**config.mk**
```make
export PLATFORM = sky130hd
export DESIGN_NAME = step_judge_flat
export DESIGN_NICKNAME = d
export VERILOG_FILES = /design/src/rtl/step_judge_if.sv /design/src/rtl/step_judge.sv /design/src/flat_wrapper.sv
export SDC_FILE = /design/constraint.sdc
export NUM_CORES = 1
export LEC_CHECK = 0
export ABC_AREA = 1
export BUFFER_PORTS_ARGS = -buffer_cell sky130_fd_sc_hd__buf_4
export CAP_MARGIN = 10
export CORE_ASPECT_RATIO = 1.5
export CORE_MARGIN = 2
export CORE_UTILIZATION = 48
export DETAILED_ROUTE_END_ITERATION = 16
export PLACE_DENSITY = 0.74
export RECOVER_POWER = 100
export REMOVE_ABC_BUFFERS = 1
export SYNTH_ARGS = -nofsm -noshare
export SYNTH_HDL_FRONTEND = slang
export SYNTH_SLANG_ARGS = --single-unit
export TNS_END_PERCENT = 50
```
**constraint.sdc**
```tcl
create_clock -name clk -period 1.8 [get_ports clk]
set_input_delay 0.18 -clock clk [delete_from_list [all_inputs] [get_ports clk]]
set_output_delay 0.18 -clock clk [all_outputs]
set_load 0.01 [all_outputs]
```
**src/rtl/step_judge_if.sv**
```systemverilog
// Bundles the beat inputs and judgement outputs of step_judge into one port.
// The stimulus side (arrow shifter plus pads) uses master; the judge uses slave.
interface step_judge_if;
  logic        stepEn;
  logic [3:0]  actionStep;
  logic [3:0]  pads;
  logic        hit;
  logic        miss;
  logic [11:0] score;
  logic [7:0]  combo;

  modport master (
    output stepEn, actionStep, pads,
    input  hit, miss, score, combo
  );

  modport slave (
    input  stepEn, actionStep, pads,
    output hit, miss, score, combo
  );
endinterface

```
**src/rtl/step_judge.sv**
```systemverilog
// step_judge: judges each beat of a rhythm game as a hit or a miss.
// Pads are synchronised and edge detected.  Each press that lands while a beat
// is armed marks its pad as got.  Once every target arrow is got, the beat is a hit.
// A beat whose target is still incomplete when the next stepEn arrives is a miss.
// Compile-time option JUDGE_WRONG_PAD_PENALTY_EN: when defined, pressing a pad
// outside the target (or any pad on an empty beat) is judged a miss at once.
module step_judge (
  input logic        clk,
  input logic        reset,
  step_judge_if.slave bus
);

  typedef enum logic [1:0] {
    LOAD   = 2'd0,
    ARMED  = 2'd1,
    EMPTY  = 2'd2,
    JUDGED = 2'd3
  } state_t;

  state_t      state_reg;
  state_t      state_next;

  logic [3:0]  sync1_reg;
  logic [3:0]  sync2_reg;
  logic [3:0]  sync3_reg;
  logic [3:0]  pad_rise;

  logic [3:0]  target_reg;
  logic [3:0]  target_next;
  logic [3:0]  got_reg;
  logic [3:0]  got_next;
  logic [3:0]  got_new;

  logic        judge_hit;
  logic        judge_miss;

  logic        hit_reg;
  logic        miss_reg;
  logic [11:0] score_reg;
  logic [7:0]  combo_reg;

  // Three-digit BCD increment that saturates at 999.
  function automatic logic [11:0] bcd_inc(input logic [11:0] v);
    logic [11:0] r;
    r = v;
    if (v == 12'h999) begin
      r = v;
    end else if (v[3:0] != 4'd9) begin
      r[3:0] = v[3:0] + 4'd1;
    end else if (v[7:4] != 4'd9) begin
      r[7:4] = v[7:4] + 4'd1;
      r[3:0] = 4'd0;
    end else begin
      r[11:8] = v[11:8] + 4'd1;
      r[7:0]  = 8'h00;
    end
    return r;
  endfunction

  // Per-pad two-flop synchroniser plus one delay flop for rising-edge detection.
  generate
    for (genvar gi = 0; gi < 4; gi++) begin : g_pad_sync
      always_ff @(posedge clk or posedge reset) begin
        if (reset) begin
          sync1_reg[gi] <= 1'b0;
          sync2_reg[gi] <= 1'b0;
          sync3_reg[gi] <= 1'b0;
        end else begin
          sync1_reg[gi] <= bus.pads[gi];
          sync2_reg[gi] <= sync1_reg[gi];
          sync3_reg[gi] <= sync2_reg[gi];
        end
      end
      assign pad_rise[gi] = sync2_reg[gi] & ~sync3_reg[gi];
    end
  endgenerate

  assign got_new = got_reg | (pad_rise & target_reg);

  // State register.
  always_ff @(posedge clk or posedge reset) begin
    if (reset) begin
      state_reg <= EMPTY;
    end else begin
      state_reg <= state_next;
    end
  end

  // Next-state logic.  A new beat always restarts at LOAD.  A judgement without a new beat parks in JUDGED.
  always_comb begin
    state_next = state_reg;
    case (state_reg)
      LOAD: begin
        if (!bus.stepEn) begin
          state_next = (bus.actionStep != 4'b0000) ? ARMED : EMPTY;
        end
      end
      default: begin
        if (bus.stepEn) begin
          state_next = LOAD;
        end else if (judge_hit || judge_miss) begin
          state_next = JUDGED;
        end
      end
    endcase
  end

  // Output/decision logic.  Completion wins over a coincident stepEn, which keeps the window inclusive.
  always_comb begin
    judge_hit   = 1'b0;
    judge_miss  = 1'b0;
    target_next = target_reg;
    got_next    = got_reg;
    case (state_reg)
      LOAD: begin
        target_next = bus.actionStep;
        got_next    = 4'b0000;
      end
      ARMED: begin
        got_next = got_new;
`ifdef JUDGE_WRONG_PAD_PENALTY_EN
        if ((pad_rise & ~target_reg) != 4'b0000) begin
          judge_miss = 1'b1;
        end else if (got_new == target_reg) begin
          judge_hit = 1'b1;
        end else if (bus.stepEn) begin
          judge_miss = 1'b1;
        end
`else
        if (got_new == target_reg) begin
          judge_hit = 1'b1;
        end else if (bus.stepEn) begin
          judge_miss = 1'b1;
        end
`endif
      end
      EMPTY: begin
`ifdef JUDGE_WRONG_PAD_PENALTY_EN
        if (pad_rise != 4'b0000) begin
          judge_miss = 1'b1;
        end
`endif
      end
      default: begin
      end
    endcase
  end

  // Beat datapath and registered result pulses, score and combo.
  always_ff @(posedge clk or posedge reset) begin
    if (reset) begin
      target_reg <= 4'b0000;
      got_reg    <= 4'b0000;
      hit_reg    <= 1'b0;
      miss_reg   <= 1'b0;
      score_reg  <= 12'h000;
      combo_reg  <= 8'h00;
    end else begin
      target_reg <= target_next;
      got_reg    <= got_next;
      hit_reg    <= judge_hit;
      miss_reg   <= judge_miss;
      if (judge_hit) begin
        score_reg <= bcd_inc(score_reg);
        if (combo_reg != 8'hFF) begin
          combo_reg <= combo_reg + 8'h01;
        end
      end else if (judge_miss) begin
        combo_reg <= 8'h00;
      end
    end
  end

  assign bus.hit   = hit_reg;
  assign bus.miss  = miss_reg;
  assign bus.score = score_reg;
  assign bus.combo = combo_reg;

endmodule
```
**src/flat_wrapper.sv**
```systemverilog
// flat-port wrapper written by rule: the top's interface ports become plain ports
module step_judge_flat 
  (clk, reset, bus_stepEn, bus_actionStep, bus_pads, bus_hit, bus_miss, bus_score, bus_combo);
  step_judge_if bus_i ();
  input logic clk;
  input logic reset;
  input wire logic [$bits(bus_i.stepEn)-1:0] bus_stepEn;
  input wire logic [$bits(bus_i.actionStep)-1:0] bus_actionStep;
  input wire logic [$bits(bus_i.pads)-1:0] bus_pads;
  output wire logic [$bits(bus_i.hit)-1:0] bus_hit;
  output wire logic [$bits(bus_i.miss)-1:0] bus_miss;
  output wire logic [$bits(bus_i.score)-1:0] bus_score;
  output wire logic [$bits(bus_i.combo)-1:0] bus_combo;
  assign bus_i.stepEn = bus_stepEn;
  assign bus_i.actionStep = bus_actionStep;
  assign bus_i.pads = bus_pads;
  assign bus_hit = bus_i.hit;
  assign bus_miss = bus_i.miss;
  assign bus_score = bus_i.score;
  assign bus_combo = bus_i.combo;
  step_judge u_core (.clk(clk), .reset(reset), .bus(bus_i));
endmodule
```
==> results.yml, run 1 <==
clocking:
  worstSkewPairLatency_ps: 300
  clk_pin_slew_ps: 90
  deepest_clock_path_buffer_count: 2
  clk_root_buffer_cell: "sky130_fd_sc_hd__clkbuf_8"
  htree_num_levels: 2
  clock_sinks: 44
  tritoncts.num_buffers: 5
  tritoncts_clock_tree: "yes"
power_and_ir_drop:
  static-leakage-power_nw: 1.30
  power.ir.vdd_worst_v: 0.000539
  pwr_density_cell_mw_per_mm2: 1340
sta:
  whs_ps: 94.7
  minimum_period_implied_by_the_final_worst_setup_slack_ps: 1660
  fin_ws_ps: 144
  worst_clock_skew_ps: 5.29
  timing.setup.tns_ps: 0
  drv_slew: 0
  achievable-frequency_mhz: 604
  finalSetupViolCount: 0
  hold_violations: 0
  rsz_0062_raised_after_global_routing: "no"
  final.period_utilization_pct: 92.0
  worst_slew_margin_pct: 56.9
  max_slew.worst_pin.slew_ps: 643
critical_path:
  timing.critical_path.fanout_max: 7
  end_kind: "flop"
  crit_path_cell_trace: "ha_1 -> and3_1 -> a21oi_2 -> nand4_1 -> nand2_1 -> nand2_1"
  slowest_delay_ps: 450
  timing.critical_path.slowest_stage_cell: "sky130_fd_sc_hd__dfrtp_1"
  rr_startpoint: "u_core.bus.score[8]"
  critical_path.most_common_cell: "sky130_fd_sc_hd__nand2_1"
  cp_data_arrival_time_ps: 1860
  r2r_end: "u_core.bus.score[9]"
  crit_type: "reg -> reg"
  critical_path_start_type: "flop"
  r2r_setup_slack_ps: 140
  worstPathRequired_ps: 2000
  reg2regPathDepth: 6
finish:
  layout.cells.most_common_list: "81 x sky130_fd_sc_hd__nand2_1, 43 x sky130_fd_sc_hd__dfrtp_1, 29 x sky130_fd_sc_hd__inv_1, 24 x sky130_fd_sc_hd__nand3_1, 22 x sky130_fd_sc_hd__clkbuf_1"
  fraction_of_layout_instances_using_a_drive_strength_above_1_pct: 13.7
  fin_nets: 320
  largest_register_ffs: 12
  syn_to_final_growth_pct: 16.5
  most_common_library_cell_in_the_layout_ignoring_fill_and_taps: "sky130_fd_sc_hd__nand2_1"
  antenna_cells_inserted: 0
job:
  maxCapViolCount: 0
detailed_routing:
  antenna_violating_nets_post_route: 0
  post_drt_wl_per_cell_um: 11.3
  detailroute.via_count: 1750
  drt_pre_antenna_iters: 4
  detail_route.drc_violations: 0
  drt_iter0_markers: 43
  drt_wl_total_mm: 4.01
  route.detailed.vias_per_inst: 4.93
grt:
  globalRouteMet1Util_pct: 21.0
  first_global_vias: 1720
  overflow: 0
  grt.met2_usage_pct: 31.9
  grt_pass1_wl_mm: 7.18
  grt_antenna_before_repair: 0
  grtUsageMet3_pct: 3.71
  grt-busiest-layer: "met2"
  global_route.usage.total_pct: 18.2
  grt_max_degree: 27
logic_synthesis:
  area_fraction_of_the_dominant_cell_type_after_synthesis_pct: 49.0
  synth_area_per_cell_um2: 8.39
  yosysWarnings: 0
  synth_area_leaders: "sky130_fd_sc_hd__dfrtp_1 49%, sky130_fd_sc_hd__nand2_1 14%, sky130_fd_sc_hd__nand3_1 5.5%, sky130_fd_sc_hd__inv_1 5.0%, sky130_fd_sc_hd__o21ai_0 4.1%"
  synth_seq_area_share_pct: 50.2
  syn_inst: 262
  netlist_cell_types: 27
  synthesis.area_mm2: 0.00220
  synth-seq-cells: 44
  synthDominantAreaCellType: "sky130_fd_sc_hd__dfrtp_1"
floorplan:
  standard_cell_row_count: 30
  fp.coreArea_mm2: 0.00447
  floorplan.initialDensity_pct: 49.2
  fp.dieW_um: 59.2
  pin_count: 33
  die_area_mm2: 0.00515
  fp.dieH_um: 86.9
min_path:
  min_to: "u_core.target_reg[2]"
  worstHoldPathCells: 3
  holdCritStartpoint: "bus_actionStep[2]"
  min-delay-path-class: "in -> reg"
run_status:
  run_status: "completed"
place:
  portBuffers: 32
  place_hpwl_mm: 2.89
  placement.setup.worst_slack_ps: 259
  gp_congestion: 0.821
## cells in the mapped netlist (all sizes together)
| library cell | instances |
|---|---|
| a21oi | 3 |
| nand3 | 27 |
| nand4 | 6 |
| nor2 | 24 |
| or2 | 1 |
| nand2 | 85 |
| o21ai | 18 |
| nand3b | 2 |
| buf | 2 |
| xor2 | 6 |
| ha | 3 |
| and3 | 1 |
| xnor2 | 3 |
| dfrtp | 43 |
| inv | 37 |
| dfstp | 1 |
## power by group
part	switching, W	leakage, nW	internal (W)
clock	0.000368	0.0548	0.000418
combinational	0.000848	0.673	0.000409
sequential	0.000176	0.568	0.00120
## how the worst max path moves through the flow
| stage | slack, ps | depth (start not counted) | startpoint | to |
|---|---|---|---|---|
| after floorplan | 310 | 6 | u_core.bus.score[8] | u_core.bus.score[8] |
| after global placement | 320 | 6 | u_core.bus.score[8] | u_core.bus.score[8] |
| after detailed placement | 260 | 6 | u_core.bus.score[8] | u_core.bus.score[11] |
| after CTS | 250 | 6 | u_core.bus.score[8] | u_core.bus.score[9] |
| after global routing | 50 | 7 | u_core.state_reg[1] | u_core.state_reg[1] |
| final | 140 | 6 | u_core.bus.score[8] | u_core.bus.score[9] |
## logic make-up (layout without fill, tap and decap cells)
family	after synthesis	count (layout)	synth area share, %
XOR/XNOR	9	9	3.59
AO/OA/AOI/OAI	21	21	5.30
buffers and inverters	39	84	7.06
adder cells (fa/ha/maj)	3	3	1.71
AND/OR/NAND/NOR	146	146	32.2
flip-flops	44	44	50.2
## repair_timing
action | in CTS | in global routing
gates resized for setup | 0 | 0
endpoints found under the setup margin | 0 | 0
endpoints found under the hold margin | 21 | 0
buffers inserted | 0 | 0
hold buffers | 5 | 0
## layer usage
layer / wire (um) / vias to the layer above
li1: - / 906
met1: 1740 / 809
met2: 2030 / 28
met3: 163 / 7
met4: 74 / 0
met5: 0 / -
## critical path, delay by kind of cell, from the launching register on
| family | cells | cell delay (ps) |
|---|---|---|
| AND/OR/NAND/NOR | 4 | 600 |
| AO/OA/AOI/OAI | 1 | 290 |
| adder cells (fa/ha/maj) | 1 | 220 |
| flip-flops | 1 | 450 |
## cell type report
| class | instances | area, um2 |
|---|---|---|
| Multi-Input combinational cell | 179 | 923 |
| Tap cell | 48 | 60.1 |
| Clock buffer | 5 | 68.8 |
| Fill cell | 414 | 1910 |
| Sequential cell | 44 | 1100 |
| Inverter | 37 | 139 |
| Clock inverter | 3 | 46.3 |
| Timing Repair Buffer | 39 | 220 |
## metrics by stage
stage	util [%]	instances	total power, W	instance area (um2)
after CTS	59.9	355	0.00357	2670
final	57.3	355	0.00342	2560
after detailed placement	56.2	342	0.00276	2510
after floorplan	-	260	0.00237	2180
after global routing	57.3	355	0.00370	2560
after global placement	56.2	342	0.00274	2510
No activity file was read; power rests on OpenSTA's default activity.
==> run 2, diff against run 1 <==
REMOVE_ABC_BUFFERS = unset   (was 1)
==> run 2 against run 1 <==
Effect of this change:
- utilization up 0.11 points
- final cell count unchanged
- setup slack better by 59 ps
- wire length up 5.2%
- clock power down 2%
- fmax up 3.7%
- register-to-register slack better by 60 ps
- combinational power about the same
- global-route usage up 0.27 points
- power up 0.40%
- clock-buffer cell count unchanged
- critical endpoint is now u_core.bus.combo[0]
- largest cell class unchanged
- largest power group unchanged
- highest routed layer unchanged
==> results.yml, run 2 (synthesis results as in run 1) <==
run_status:
  run_status: "completed"
sta:
  achievable-frequency_mhz: 626
  drv_slew: 0
  finalSetupViolCount: 0
  hold_violations: 0
  minimum_period_implied_by_the_final_worst_setup_slack_ps: 1600
  worst_clock_skew_ps: 4.59
  whs_ps: 94.0
  worst_slew_margin_pct: 56.4
  timing.setup.tns_ps: 0
  final.period_utilization_pct: 88.7
  max_slew.worst_pin.slew_ps: 651
  rsz_0062_raised_after_global_routing: "no"
detailed_routing:
  drt_wl_total_mm: 4.22
  dr_wl_met2_mm: 2.19
  drt_iter0_markers: 55
  routed-wl-met3_um: 148
  drt_pre_antenna_iters: 6
  detail_route.drc_violations: 0
  post_drt_wl_per_cell_um: 11.9
  wl_met1_mm: 1.82
  top_layer_used: "met4"
  route.detailed.vias_per_inst: 5.04
  detailroute.via_count: 1788
  antenna_violating_nets_post_route: 0
clocking:
  deepest_clock_path_buffer_count: 2
  cts_repair_resize_count: 0
  tritoncts.num_buffers: 5
  worstSkewPairLatency_ps: 300
  tritoncts_clock_tree: "yes"
  htree_num_levels: 2
  clk_root_buffer_cell: "sky130_fd_sc_hd__clkbuf_8"
  clock_sinks: 44
  clk_pin_slew_ps: 90
floorplan:
  floorplan.initialDensity_pct: 49.2
  fp.coreArea_mm2: 0.00447
  fp.dieH_um: 86.9
  standard_cell_row_count: 30
  pin_count: 33
  die_area_mm2: 0.00515
  fp.dieW_um: 59.2
critical_path:
  end_kind: "flop"
  critical_path_start_type: "flop"
  rr_startpoint: "u_core.sync3_reg[2]"
  reg2regPathDepth: 10
  cp_data_arrival_time_ps: 1800
  crit_type: "reg -> reg"
  slowest_delay_ps: 370
  critical_path.most_common_cell: "sky130_fd_sc_hd__nand2_1"
  r2r_end: "u_core.bus.combo[0]"
  timing.critical_path.slowest_stage_cell: "sky130_fd_sc_hd__dfrtp_1"
  worstPathRequired_ps: 2000
  r2r_setup_slack_ps: 200
  timing.critical_path.fanout_max: 10
  crit_path_cell_trace: "inv_1 -> nand2_1 -> nand3_1 -> inv_1 -> nor2_1 -> nand2_4 -> nand2_1 -> nand2_2 -> nand2_1 -> nand2_1"
  crit_path_start: "u_core.sync3_reg[2]"
finish:
  most_common_library_cell_in_the_layout_ignoring_fill_and_taps: "sky130_fd_sc_hd__nand2_1"
  layout.cells.most_common_list: "81 x sky130_fd_sc_hd__nand2_1, 43 x sky130_fd_sc_hd__dfrtp_1, 29 x sky130_fd_sc_hd__inv_1, 24 x sky130_fd_sc_hd__nand3_1, 22 x sky130_fd_sc_hd__clkbuf_1"
  fin_nets: 320
  fraction_of_layout_instances_using_a_drive_strength_above_1_pct: 13.7
  syn_to_final_growth_pct: 16.7
  layout.cell_area.non_filler_mm2: 0.00256
  antenna_cells_inserted: 0
  finalCoreUtilization_pct: 57.4
  largest_register_ffs: 12
  final_cell_count_no_fill: 355
grt:
  first_global_vias: 1708
  grt_antenna_before_repair: 0
  grt_pass1_wl_mm: 7.32
  grt_max_degree: 27
  overflow: 0
  global_route.usage.total_pct: 18.5
logic_synthesis:
  syn_nets: 276
place:
  gp_congestion: 0.761
  place_hpwl_mm: 3.02
  placedCellCount: 342
  portBuffers: 32
  placedInstanceArea_mm2: 0.00251
power_and_ir_drop:
  p_sw_w: 0.00140
  pwr_density_cell_mw_per_mm2: 1340
  static-leakage-power_nw: 1.30
  intPower_w: 0.00203
  sequentialPowerShare_pct: 40.4
  power.ir.vdd_worst_v: 0.000639
  combPwrFrac_pct: 37.0
  p_sw_share_pct: 40.9
  power.share.clock_pct: 22.5
min_path:
  min-delay-path-class: "in -> reg"
  holdCritStartpoint: "bus_actionStep[1]"
  min_to: "u_core.target_reg[1]"
  worstHoldPathCells: 3
job:
  maxCapViolCount: 0
-- run 2: how the worst max path moves through the flow --
stage / end / slack, ps / cells after the start
after global placement: u_core.bus.score[8] / 320 / 7
final: u_core.bus.combo[0] / 200 / 10
after global routing: u_core.bus.combo[0] / 70 / 10
after floorplan: u_core.bus.score[8] / 310 / 6
after detailed placement: u_core.bus.score[10] / 250 / 7
after CTS: u_core.bus.score[10] / 240 / 7
-- run 2: routing by layer --
metal | GRT usage (%) | up-vias
met5 | 0 | -
li1 | - | 906
met1 | 21.4 | 852
met2 | 32.6 | 24
met4 | 6.82 | 0
met3 | 3.86 | 6
-- run 2: final cells by class --
cell class                      count  area [um2]
Timing Repair Buffer               39         220
Clock inverter                      3        46.3
Inverter                           37         139
Fill cell                         405        1900
Tap cell                           48        60.1
Sequential cell                    44        1100
Clock buffer                        5        68.8
Multi-Input combinational cell    179         928
-- run 2: through the flow --
step / total power, W / worst slack, ps
finish: 0.00344 / 203
global route: 0.00369 / 72.3
CTS: 0.00357 / 244
detailed placement: 0.00277 / 254
global placement: 0.00274 / 315
floorplan: 0.00240 / 313
-- run 2: worst max-delay path, delay by kind of cell (launching register included) --
family,cells,cell delay (ps)
simple gates,8,1040
flops,1,370
buf+inv,2,100
-- run 2: power groups by stage --
stage,Clock (W),Sequential (W),Combinational (W)
6_report,0.000774,0.00139,0.00127
5_1_grt,0.000822,0.00142,0.00145
4_1_cts,0.000789,0.00139,0.00139
3_5_place_dp,0,0.00141,0.00136
3_3_place_gp,0,0.00140,0.00134
2_1_floorplan,0,0.00142,0.000982
-- run 2: what timing repair did --
item,4_1_cts,5_1_grt
setup buffers,0,0
hold endpoints to repair,21,0
hold buffers,5,0
==> run 3, diff against run 2 <==
ABC_AREA = unset   (was 1)
PLACE_DENSITY = 0.7   (was 0.74)
==> run 3 against run 2 <==
Effect of this change:
- the run now ends with negative setup slack left
- non-clock buffer count is 20 higher
- setup slack lost 270 ps
- clock-buffer cell count increased by 2
- first-iteration DRC count increased by 11%
- synthesized cell count fell by 33%
- fmax decreased by 15%
- critical path depth fell by 5
- hold slack got worse by 55 ps
- area after synthesis fell by 11%
- highest routed layer unchanged
==> results.yml, run 3 <==
floorplan:
  standard_cell_row_count: 28
  pin_count: 33
  die_area_mm2: 0.00462
  fp.dieW_um: 56.2
  fp.dieH_um: 82.2
  fp.coreArea_mm2: 0.00392
  floorplan.initialDensity_pct: 49.9
sta:
  hold_violations: 0
  fin_ws_ps: -67.7
  worst_slew_margin_pct: 35.8
  minimum_period_implied_by_the_final_worst_setup_slack_ps: 1870
  achievable-frequency_mhz: 535
  finalSetupViolCount: 2
  whs_ps: 39.1
  rsz_0062_raised_after_global_routing: "yes"
  drv_slew: 0
  final.period_utilization_pct: 104
  max_slew.worst_pin.slew_ps: 962
  worst_clock_skew_ps: 5.80
logic_synthesis:
  synth-main-ff-cell: "sky130_fd_sc_hd__dfrtp_1"
  synth_seq_area_share_pct: 56.3
  area_fraction_of_the_dominant_cell_type_after_synthesis_pct: 55.0
  synth_commonest_cells: "43 x sky130_fd_sc_hd__dfrtp_1, 10 x sky130_fd_sc_hd__inv_1, 10 x sky130_fd_sc_hd__nand2_1, 10 x sky130_fd_sc_hd__nor2_1, 9 x sky130_fd_sc_hd__a21oi_1"
  yosysWarnings: 0
  synth-seq-cells: 44
  synth_edf_count: 0
  synth_async_sr_flop_share_pct: 100
  post-synth-top-count-cell: "sky130_fd_sc_hd__dfrtp_1"
  syn_inst: 175
  synthDominantAreaCellType: "sky130_fd_sc_hd__dfrtp_1"
  synth_area_leaders: "sky130_fd_sc_hd__dfrtp_1 55%, sky130_fd_sc_hd__mux2_2 2.9%, sky130_fd_sc_hd__nand4_1 2.6%, sky130_fd_sc_hd__nor2b_1 2.6%, sky130_fd_sc_hd__a21oi_1 2.3%"
  synth_area_per_cell_um2: 11.2
  synthesis.area_mm2: 0.00196
  netlist_cell_types: 46
  syn_nets: 189
grt:
  first_global_vias: 1545
  grt_max_degree: 41
  global_route.usage.total_pct: 19.0
  overflow: 0
  grt_pass1_wl_mm: 6.79
  grt_antenna_before_repair: 0
detailed_routing:
  drt_pre_antenna_iters: 6
  post_drt_wl_per_cell_um: 15.1
  drt_wl_total_mm: 4.30
  route.detailed.vias_per_inst: 5.59
  routed-wl-met3_um: 183
  wl_met1_mm: 1.80
  dr_wl_met2_mm: 2.23
  top_layer_used: "met4"
  detail_route.drc_violations: 0
  drt_iter0_markers: 61
  detailroute.via_count: 1593
  antenna_violating_nets_post_route: 0
clocking:
  tritoncts_clock_tree: "yes"
  htree_num_levels: 2
  clock_sinks: 44
  clk_pin_slew_ps: 80
  clk_root_buffer_cell: "sky130_fd_sc_hd__clkbuf_8"
  worstSkewPairLatency_ps: 290
  deepest_clock_path_buffer_count: 2
  tritoncts.num_buffers: 5
critical_path:
  crit_path_cell_trace: "or2b_1 -> o32ai_2 -> or4_4 -> or4_1 -> nand3_1"
  crit_type: "reg -> reg"
  worstPathRequired_ps: 2030
  timing.critical_path.fanout_max: 6
  timing.critical_path.slowest_stage_cell: "sky130_fd_sc_hd__or4_4"
  critical_path_start_type: "flop"
  cp_data_arrival_time_ps: 2100
  slowest_delay_ps: 550
  end_kind: "flop"
finish:
  multiInputGateArea_um2: 903
  layout.cell_area.non_filler_mm2: 0.00260
  largest_register_ffs: 12
  layout.cells.most_common_list: "42 x sky130_fd_sc_hd__dfrtp_1, 26 x sky130_fd_sc_hd__buf_4, 22 x sky130_fd_sc_hd__clkbuf_1"
  finalCoreUtilization_pct: 66.3
  fin_nets: 253
  sequential_cell_area_mm2: 0.00110
  nFillCells: 323
  fraction_of_layout_instances_using_a_drive_strength_above_1_pct: 27.1
  antenna_cells_inserted: 0
  most_common_library_cell_in_the_layout_ignoring_fill_and_taps: "sky130_fd_sc_hd__dfrtp_1"
  syn_to_final_growth_pct: 32.8
run_status:
  run_status: "finished, violations left"
  failed_checks: "negative setup slack"
power_and_ir_drop:
  pwr_density_cell_mw_per_mm2: 1090
  fin_total_pwr_w: 0.00283
  static-leakage-power_nw: 1.17
  power.ir.vdd_worst_v: 0.000737
place:
  placement.setup.worst_slack_ps: -82.4
  gp_congestion: 0.772
  placedInstanceArea_mm2: 0.00241
  portBuffers: 32
  place_hpwl_mm: 2.93
min_path:
  min-delay-path-class: "in -> reg"
job:
  maxCapViolCount: 0
run 3: cell types whose count changed after synthesis, sizes merged, moves of 4 or more:
cell   change
nand2     -75
nor2      -14
inv       -26
o21ai     -11
a31oi      +5
or2b       +4
a21oi      +6
nor2b      +8
nand3     -23
mux2       +5
run 3: worst paths after layout:
check | startpoint | endpoint | slack [ps] | cells after the start
worst min-delay path | bus_stepEn | u_core.state_reg[1] | 40 | 2
worst max-delay path | u_core.target_reg[3] | u_core.bus.score[7] | -70 | 5
worst min register to register | u_core.sync1_reg[3] | u_core.sync2_reg[3] | 360 | 0
worst max register to register | u_core.target_reg[3] | u_core.bus.score[7] | -70 | 5
max in group asynchronous | reset | u_core.target_reg[1] | 250 | 4
min in group asynchronous | reset | u_core.bus.combo[2] | 340 | 3
run 3: per-stage QoR:
step,instances,setup TNS [ps]
floorplan,175,-20.4
global placement,267,0
detailed placement,267,-125
CTS,280,-110
global route,285,-599
finish,285,-95.9
run 3: what timing repair did:
item / in CTS / in global routing
pin swaps: 2 / 4
setup buffers: 0 / 5
hold buffers: 5 / 0
endpoints found under the hold margin: 8 / 0
gates resized for setup: 1 / 10
setup endpoints to repair: 2 / 11
run 3: kinds of logic after synthesis:
logic type	after synthesis	share of synthesized area [%]
and+or+nand+nor	68	20.9
DFF	44	56.3
AOI/OAI and AO/OA	34	11.8
buffers and inverters	13	2.49
muxes	7	3.90
xor gates and xnor gates	6	2.68
adders and majority gates	3	1.92
run 3: critical path, delay by kind of cell (launching register included):
family	cells	cell delay (ps)
AND/OR/NAND/NOR	4	1280
AO/OA/AOI/OAI	1	120
flip-flops	1	400
run 3: where the power goes:
group | switching, W | internal, W
Clock | 0.000313 | 0.000489
Sequential | 0.000125 | 0.00112
Combinational | 0.000390 | 0.000392
Total | 0.000828 | 0.00200
run 3: layout make-up:
class,instances,area share [%]
sequential,44,42.4
multi-input combinational,118,34.7
timing repair buffer,59,14.2
clock buffer,7,3.70
tap,45,2.16
inverter,11,1.59
clock inverter,1,1.15
run 3: per-layer routing:
| metal | vias to the layer above | global-route usage, % |
|---|---|---|
| met4 | 0 | 7.38 |
| li1 | 764 | - |
| met3 | 9 | 4.98 |
| met2 | 42 | 32.9 |
| met1 | 778 | 22.8 |
| met5 | - | 0 |
